`src/rtl/load_store_unit.sv`:
```
// load_store_unit: single-outstanding load/store initiator in front of a
// word-wide data memory. Sub-word loads are extended here and sub-word
// stores are done as read-modify-write of the containing word.
module load_store_unit #(
  parameter int unsigned MEM_BYTES = 65536
) (
  input  logic        clk,
  input  logic        reset,
  // request channel from the execute stage
  input  logic        req_valid,
  output logic        req_ready,
  input  logic        req_store,
  input  logic [2:0]  req_funct3,
  input  logic [31:0] req_addr,
  input  logic [31:0] req_wdata,
  // response channel back to the pipeline
  output logic        resp_valid,
  input  logic        resp_ready,
  output logic [31:0] resp_data,
  output logic        resp_err,
  // data memory port
  output logic        MemRead,
  output logic        MemWrite,
  output logic [31:0] address,
  output logic [31:0] writeData,
  input  logic [31:0] readData
);

  // Highest byte address at which a full word still fits in memory.
  localparam logic [31:0] LAST_WORD_ADDR = 32'(MEM_BYTES - 4);

  localparam logic [2:0] F3_B  = 3'd0;
  localparam logic [2:0] F3_H  = 3'd1;
  localparam logic [2:0] F3_W  = 3'd2;
  localparam logic [2:0] F3_BU = 3'd4;
  localparam logic [2:0] F3_HU = 3'd5;

  typedef enum logic [2:0] {
    ST_IDLE,
    ST_LOAD,
    ST_RMW,
    ST_STORE,
    ST_RESP
  } state_e;

  state_e      state_q, state_d;
  logic [2:0]  funct3_q, funct3_d;
  // Only the low halfword of store data is needed after accept: full-word
  // stores load writeData directly at the accept edge.
  logic [15:0] wdata_q, wdata_d;
  logic [31:0] address_q, address_d;
  logic [31:0] write_data_q, write_data_d;
  logic [31:0] resp_data_q, resp_data_d;
  logic        resp_err_q, resp_err_d;

  logic        funct3_bad;
  logic        addr_bad;

  // Extend the raw memory word according to the load width code.
  function automatic logic [31:0] load_extend(input logic [2:0] f3,
                                              input logic [31:0] word);
    logic [31:0] result;
    case (f3)
      F3_B:    result = {{24{word[7]}}, word[7:0]};
      F3_H:    result = {{16{word[15]}}, word[15:0]};
      F3_BU:   result = {24'd0, word[7:0]};
      F3_HU:   result = {16'd0, word[15:0]};
      default: result = word;
    endcase
    return result;
  endfunction

  // Overlay the low byte or halfword of store data onto the old word.
  function automatic logic [31:0] store_merge(input logic [2:0] f3,
                                              input logic [31:0] old_word,
                                              input logic [15:0] wd);
    logic [31:0] result;
    if (f3 == F3_B) begin
      result = {old_word[31:8], wd[7:0]};
    end else begin
      result = {old_word[31:16], wd[15:0]};
    end
    return result;
  endfunction

  // Request legality: width code valid for the direction, word fits in memory.
  always_comb begin
    funct3_bad = 1'b0;
    if (req_store) begin
      funct3_bad = (req_funct3 > F3_W);
    end else begin
      funct3_bad = (req_funct3 == 3'd3) || (req_funct3 == 3'd6) ||
                   (req_funct3 == 3'd7);
    end
    addr_bad = (req_addr > LAST_WORD_ADDR);
  end

  // Next-state, datapath updates and handshake/memory strobes.
  always_comb begin
    state_d      = state_q;
    funct3_d     = funct3_q;
    wdata_d      = wdata_q;
    address_d    = address_q;
    write_data_d = write_data_q;
    resp_data_d  = resp_data_q;
    resp_err_d   = resp_err_q;
    req_ready    = 1'b0;
    resp_valid   = 1'b0;
    MemRead      = 1'b0;
    MemWrite     = 1'b0;

    case (state_q)
      ST_IDLE: begin
        req_ready = 1'b1;
        if (req_valid) begin
          funct3_d = req_funct3;
          wdata_d  = req_wdata[15:0];
          if (funct3_bad || addr_bad) begin
            // Rejected requests never touch the memory port registers.
            resp_err_d  = 1'b1;
            resp_data_d = 32'd0;
            state_d     = ST_RESP;
          end else begin
            address_d = req_addr;
            if (!req_store) begin
              state_d = ST_LOAD;
            end else if (req_funct3 == F3_W) begin
              write_data_d = req_wdata;
              state_d      = ST_STORE;
            end else begin
              state_d = ST_RMW;
            end
          end
        end
      end

      ST_LOAD: begin
        MemRead     = 1'b1;
        resp_data_d = load_extend(funct3_q, readData);
        resp_err_d  = 1'b0;
        state_d     = ST_RESP;
      end

      ST_RMW: begin
        MemRead      = 1'b1;
        write_data_d = store_merge(funct3_q, readData, wdata_q);
        state_d      = ST_STORE;
      end

      ST_STORE: begin
        MemWrite    = 1'b1;
        resp_data_d = 32'd0;
        resp_err_d  = 1'b0;
        state_d     = ST_RESP;
      end

      ST_RESP: begin
        resp_valid = 1'b1;
        if (resp_ready) begin
          state_d = ST_IDLE;
        end
      end

      default: begin
        state_d = ST_IDLE;
      end
    endcase
  end

  // State and datapath registers; reset clears everything immediately.
  always_ff @(posedge clk or posedge reset) begin
    if (reset) begin
      state_q      <= ST_IDLE;
      funct3_q     <= 3'd0;
      wdata_q      <= 16'd0;
      address_q    <= 32'd0;
      write_data_q <= 32'd0;
      resp_data_q  <= 32'd0;
      resp_err_q   <= 1'b0;
    end else begin
      state_q      <= state_d;
      funct3_q     <= funct3_d;
      wdata_q      <= wdata_d;
      address_q    <= address_d;
      write_data_q <= write_data_d;
      resp_data_q  <= resp_data_d;
      resp_err_q   <= resp_err_d;
    end
  end

  assign address   = address_q;
  assign writeData = write_data_q;
  assign resp_data = resp_data_q;
  assign resp_err  = resp_err_q;

endmodule
```
`config.mk`:
```
export PLATFORM = sky130hd
export DESIGN_NAME = load_store_unit
export DESIGN_NICKNAME = d
export VERILOG_FILES = /design/src/rtl/load_store_unit.sv
export SDC_FILE = /design/constraint.sdc
export NUM_CORES = 1
export LEC_CHECK = 0
export ABC_AREA = 1
export CAP_MARGIN = 20
export CORE_ASPECT_RATIO = 1.75
export CORE_MARGIN = 2
export CORE_UTILIZATION = 47
export DETAILED_ROUTE_END_ITERATION = 6
export GPL_ROUTABILITY_DRIVEN = 0
export PLACE_DENSITY = 0.91
export SYNTH_ARGS = -nofsm -noshare
export SYNTH_HDL_FRONTEND = slang
export SYNTH_SLANG_ARGS = --single-unit
```
`constraint.sdc`:
```
create_clock -name clk -period 8.8 [get_ports clk]
set_input_delay 1.76 -clock clk [delete_from_list [all_inputs] [get_ports clk]]
set_output_delay 1.76 -clock clk [all_outputs]
set_load 0.05 [all_outputs]
```
==> metrics.yaml, run 1 <==
layout_common_cells: "nand2_1 (311), clkdlybuf4s50_1 (204), dfrtp_1 (119)"
syn_avg_cell_area_sq_um: 7.97
die_w_um: 84.3
setup_viol: 0
period_share_pct: 57.3
ioPinCount: 205
crit_required_ns: 7.04
grt_max_degree: 63
cts_hold_buffers: 0
r2r-start: "state_q[0]$_DFFE_PP0P_"
rsz0062_at_grt: "no"
drcViolationCount: 5
max-clock-path-buffers: 2
finalClockSkew_ns: 0.00914
holdPathEnd: "address[27]$_DFFE_PP0P_"
ys_top_cells_by_area: "dfrtp_1 (56%), nand2_1 (22%), o21ai_0 (5.4%)"
vias: 5299
avgViaCountPerCell: 5.28
clk_pin_slew_ns: 0.05
cp-start-kind: "flop"
cts-root-buf: "clkbuf_16"
worstSkewPairLatency_ns: 0.41
wl_um: 16500
pwr-share-comb_pct: 36.5
synth_compound_area_share_pct: 7.32
yosys.area.top_type: "dfrtp_1"
fillers: 793
worstRegToRegCells: 6
antenna_found_initial: 0
first_iter_violations: 399
layout.cells.most_common: "nand2_1"
grt_first_pass_wirelength_um: 26000
synthToLayoutAreaGrowth_pct: 49.9
hold_viol: 0
die_y_um: 144
drv_cap: 0
gr-total-overflow: 0
synth_top_family_by_area: "simple AND/OR/NAND/NOR gates"
core_sq_um: 11000
hold_path_startpoint: "address[27]$_DFFE_PP0P_"
violations: "design-rule violations"
initial_utilization_pct: 48.0
criticalPathCategory: "flop to output pin"
synth_simple_gate_area_share_pct: 30.5
peakVddDrop_mv: 0.229
hold_depth: 2
clkPwrFrac_pct: 29.3
synth.area.mux_share_pct: 0.425
pwr-share-seq_pct: 34.1
cp-end-kind: "output pin"
hold_class: "flop to flop"
p_int_mw: 1.30
tightest_slew_ns: 1.03
wl_per_cell_um: 16.5
p_per_area_nw_per_um2: 272
numPortBuffers: 204
synth_fa_ha_area_share_pct: 0
numCtsBuffers: 17
fin_nets: 962
synth-warning-count: 0
yosysTopAreaCellShare_pct: 56.2
slew_violations: 0
max_freq_mhz: 198
period_needed_ns: 5.04
crit_fanout: 44
post-cts-setup-buffers: 0
die_area_sq_um: 12200
hpwl_um: 12000
netlist_area_sq_um: 5300
grt_pass1_vias: 5198
slew_headroom_pct: 31.3
dr.pass1.iters: 7
syn-instance-count: 665
drive_gt1_share_pct: 5.63
arrival_ns: 3.28
h-tree-depth: 4
synth-xor-area-share_pct: 0
synthesis.nets: 769
diodes: 0
fin_setup_tns_ns: 0
num_rows: 51
synth_cell_types: 25
cts_tree: "done"
synth-seq-cells: 119
regToRegEndpoint: "writeData[23]$_DFFE_PP0P_"
antenna_left: 0
clock-sinks: 119
switching_power_mw: 0.862
ys_seq_area_share_pct: 56.2
rrSetupSlack_ns: 4.80
p_leak_nw: 4.03
ctsResizeCount: 0
hold_ws_ns: 0.463
netSwitchingFraction_pct: 39.8
track_usage_pct: 27.8
status: "finished, violations left"
[final cells by class]
cell class | instances | area, sq um | area share (%)
Clock buffer | 19 | 443 | 5.57
Inverter | 40 | 153 | 1.92
Multi-Input combinational cell | 474 | 2030 | 25.5
Tap cell | 132 | 165 | 2.08
Timing Repair Buffer | 206 | 2080 | 26.1
Clock inverter | 13 | 108 | 1.35
Sequential cell | 119 | 2980 | 37.5
[cells in the mapped netlist (all sizes together)]
cell    instances
nand2         314
dfrtp         119
o21ai          67
nand3          52
inv            39
nor2           28
buf            21
clkbuf         11
a21oi           4
nand4           3
mux2            2
nor3            2
a31oi           1
and2            1
clkinv          1
[cells by family after synthesis]
kind of cell           Yosys count
AND/OR/NAND/NOR                400
AO/OA/AOI/OAI                   72
buffers and inverters           72
multiplexers                     2
flip-flops                     119
[per-layer routing]
layer,part of all wire [%],vias up,track usage [%]
met2,54,258,50.0
li1,-,2473,-
met5,0,-,0
met1,36,2521,30.4
met4,4.3,0,13.8
met3,6.2,47,6.56
[power groups by stage]
| stage | sequential [mW] | combinational [mW] | clock, mW |
|---|---|---|---|
| floorplan | 0.966 | 0.266 | 0 |
| global placement | 0.743 | 0.756 | 0 |
| detailed placement | 0.744 | 0.776 | 0 |
| CTS | 0.737 | 0.780 | 0.643 |
| global route | 0.749 | 0.849 | 0.665 |
| finish | 0.739 | 0.792 | 0.635 |
[worst max-delay path, cell delays in order (launching register included)]
cell	delay [ns]
dfrtp_1	0.42
nor3_4	0.81
inv_2	0.57
nand2_1	0.20
clkdlybuf4s50_1	0.87
[metrics by stage]
step	util, %	total power, mW	std cells	cell area (sq um)	setup WS (ns)
final	72.0	2.17	1003	7950	3.76
after global routing	72.0	2.26	1003	7950	3.52
after CTS	71.8	2.16	1002	7920	3.73
after detailed placement	66.8	1.52	970	7370	3.78
after global placement	66.8	1.50	970	7370	3.87
after floorplan	-	1.23	665	5300	3.88
[how the worst max path moves through the flow]
stage	from	endpoint	slack, ns	cells past startpoint
after floorplan	reset	address[0]$_DFFE_PP0P_	3.88	1
after global placement	req_addr[26]	writeData[24]$_DFFE_PP0P_	3.87	11
after detailed placement	req_addr[22]	writeData[23]$_DFFE_PP0P_	3.78	11
after CTS	state_q[0]$_DFFE_PP0P_	MemRead	3.73	4
after global routing	state_q[0]$_DFFE_PP0P_	MemRead	3.52	4
final	state_q[0]$_DFFE_PP0P_	MemRead	3.76	4
[sequential cells by signal, summed over array words and instances (netlist names)]
register,flops
state_q,3
writeData,32
wdata_q,16
address,32
resp_data,32
funct3_q,3
resp_err,1
(Power assumes the default switching activity.)
==> run 2, diff against run 1 <==
--- a/config.mk
+++ b/config.mk
@@ -9,10 +9,10 @@
 export CAP_MARGIN = 20
 export CORE_ASPECT_RATIO = 1.75
 export CORE_MARGIN = 2
-export CORE_UTILIZATION = 47
+export CORE_UTILIZATION = 44
 export DETAILED_ROUTE_END_ITERATION = 6
 export GPL_ROUTABILITY_DRIVEN = 0
-export PLACE_DENSITY = 0.91
+export PLACE_DENSITY = 0.86
 export SYNTH_ARGS = -nofsm -noshare
 export SYNTH_HDL_FRONTEND = slang
 export SYNTH_SLANG_ARGS = --single-unit
==> constraint.sdc (replaced) <==
create_clock -name clk -period 5.1 [get_ports clk]
set_input_delay 1.02 -clock clk [delete_from_list [all_inputs] [get_ports clk]]
set_output_delay 1.02 -clock clk [all_outputs]
set_load 0.05 [all_outputs]
==> run 2 against run 1 <==
  * Hold slack improved by 0.0023 ns
  * Wire length decreased by 0.47%
  * The flow now finishes without violations
  * Register-to-register slack got worse by 2.7 ns
  * Final cell count is 1.1% higher
  * Sequential share of layout area decreased by 0.31 points
  * Power rose by 73%
  * Critical path type unchanged
  * Non-clock buffer count is 6 higher
  * Clock skew grew 0.00070 ns
==> metrics.yaml, run 2 (synthesized netlist as in run 1, its figures left out) <==
p_per_area_nw_per_um2: 466
utilization_pct: 67.5
fillers: 936
setup_viol: 0
dr_wl_met2_um: 8570
ctsResizeCount: 0
clock-sinks: 119
cts_tree: "done"
cp-end-kind: "output pin"
wl_per_cell_um: 16.2
dr.pass1.iters: 5
avgViaCountPerCell: 5.10
max_freq_mhz: 268
criticalPathCategory: "flop to output pin"
first_iter_violations: 329
drv_cap: 0
cp-endpoint: "MemRead"
worstRegToRegCells: 9
hold_ws_ns: 0.466
numCtsBuffers: 17
die_y_um: 149
worst_path_largest_cell_delay_ns: 0.85
m1WireLength_um: 6150
die_w_um: 87.0
rrSetupSlack_ns: 2.13
cp-start-kind: "flop"
antenna_left: 0
finalClockSkew_ns: 0.00984
place_area_sq_um: 7420
cp_cell_sequence: "inv_1 -> nand2_1 -> nor2_2 -> inv_2 -> nand2_1 -> clkdlybuf4s50_1"
final_area_sq_um: 8020
arrival_ns: 2.71
ioPinCount: 205
numPortBuffers: 204
diodes: 0
antenna_found_initial: 0
gr-total-overflow: 0
crit_required_ns: 4.08
vias: 5170
routed.top_layer: "met4"
slowest_stage: "clkdlybuf4s50_1"
cts_hold_buffers: 0
wl_um: 16500
rsz0062_at_grt: "no"
drive_gt1_share_pct: 6.39
grt_pass1_vias: 5093
wl_met3_um: 804
slew_headroom_pct: 28.8
post-cts-setup-buffers: 0
regToRegEndpoint: "writeData[12]$_DFFE_PP0P_"
drcViolationCount: 0
hpwl_um: 11800
fin_setup_tns_ns: 0
layout_common_cells: "nand2_1 (311), clkdlybuf4s50_1 (204), dfrtp_1 (119)"
core_sq_um: 11900
num_rows: 53
multi_input_area_sq_um: 2030
clk_pin_slew_ns: 0.06
hold_class: "flop to flop"
cts-root-buf: "clkbuf_16"
slew_violations: 0
h-tree-depth: 4
register_area_sq_um: 2980
peakVddDrop_mv: 0.280
crit_path_start: "state_q[2]$_DFFE_PP0P_"
period_needed_ns: 3.73
hold_viol: 0
worstSkewPairLatency_ns: 0.41
layout.cells.most_common: "nand2_1"
synthToLayoutAreaGrowth_pct: 51.2
r2r-start: "state_q[0]$_DFFE_PP0P_"
cp_common_cell: "nand2_1"
setup_ws_ns: 1.37
dp_slack_ns: 1.57
initial_utilization_pct: 44.7
tightest_slew_ns: 1.06
crit_fanout: 17
grt_max_degree: 61
die_area_sq_um: 13000
track_usage_pct: 26.3
max-clock-path-buffers: 2
p_leak_nw: 4.06
fin_nets: 968
status: "complete, no violations"
period_share_pct: 73.0
grt_first_pass_wirelength_um: 25800
-- run 2: cell types whose count changed in the layout (fill, tap and decap cells not counted) --
| cell | previous run | this run |
|---|---|---|
| clkinvlp_4 | 4 | 5 |
| clkinv_2 | 6 | 3 |
| buf_4 | 1 | 7 |
| clkbuf_1 | 1 | 0 |
| inv_6 | 0 | 3 |
-- run 2: final cells by class --
class	instances	area share (%)
well taps	137	2.14
multi-input cells	474	25.3
repair buffers	212	26.5
flip-flops and latches	119	37.2
clock buffers	18	5.48
clock inverters	14	1.58
inverters	40	1.90
-- run 2: report_power, final --
part	leakage, nW	total, mW	internal (mW)	switching [mW]
Clock	0.265	1.13	0.684	0.441
Sequential	1.58	1.26	1.14	0.119
Combinational	2.22	1.35	0.418	0.933
-- run 2: worst min-delay path by stage --
stage                              start                   endpoint  depth (start not counted)
2_1_floorplan    wdata_q[10]$_DFFE_PP0P_    wdata_q[10]$_DFFE_PP0P_                          2
3_3_place_gp     address[29]$_DFFE_PP0P_    address[29]$_DFFE_PP0P_                          2
3_5_place_dp     address[27]$_DFFE_PP0P_    address[27]$_DFFE_PP0P_                          2
4_1_cts          address[31]$_DFFE_PP0P_    address[31]$_DFFE_PP0P_                          2
5_1_grt        resp_data[21]$_DFFE_PP0P_  resp_data[21]$_DFFE_PP0P_                          2
6_report         address[31]$_DFFE_PP0P_    address[31]$_DFFE_PP0P_                          2
-- run 2: critical path, delay by kind of cell (launching register included) --
| family | cells | cell delay [ns] |
|---|---|---|
| buf+inv | 3 | 1.06 |
| flops | 1 | 0.40 |
| simple gates | 3 | 0.83 |
-- run 2: stage by stage --
stage	total power [mW]	cells
3_3_place_gp	2.61	981
4_1_cts	3.76	1013
3_5_place_dp	2.63	981
2_1_floorplan	2.13	665
5_1_grt	3.92	1014
6_report	3.74	1014
-- run 2: metal layers --
layer	global-route usage (%)	vias up
met5	0	-
met4	15.7	0
met3	5.59	59
met2	45.5	190
met1	28.9	2430
li1	-	2491
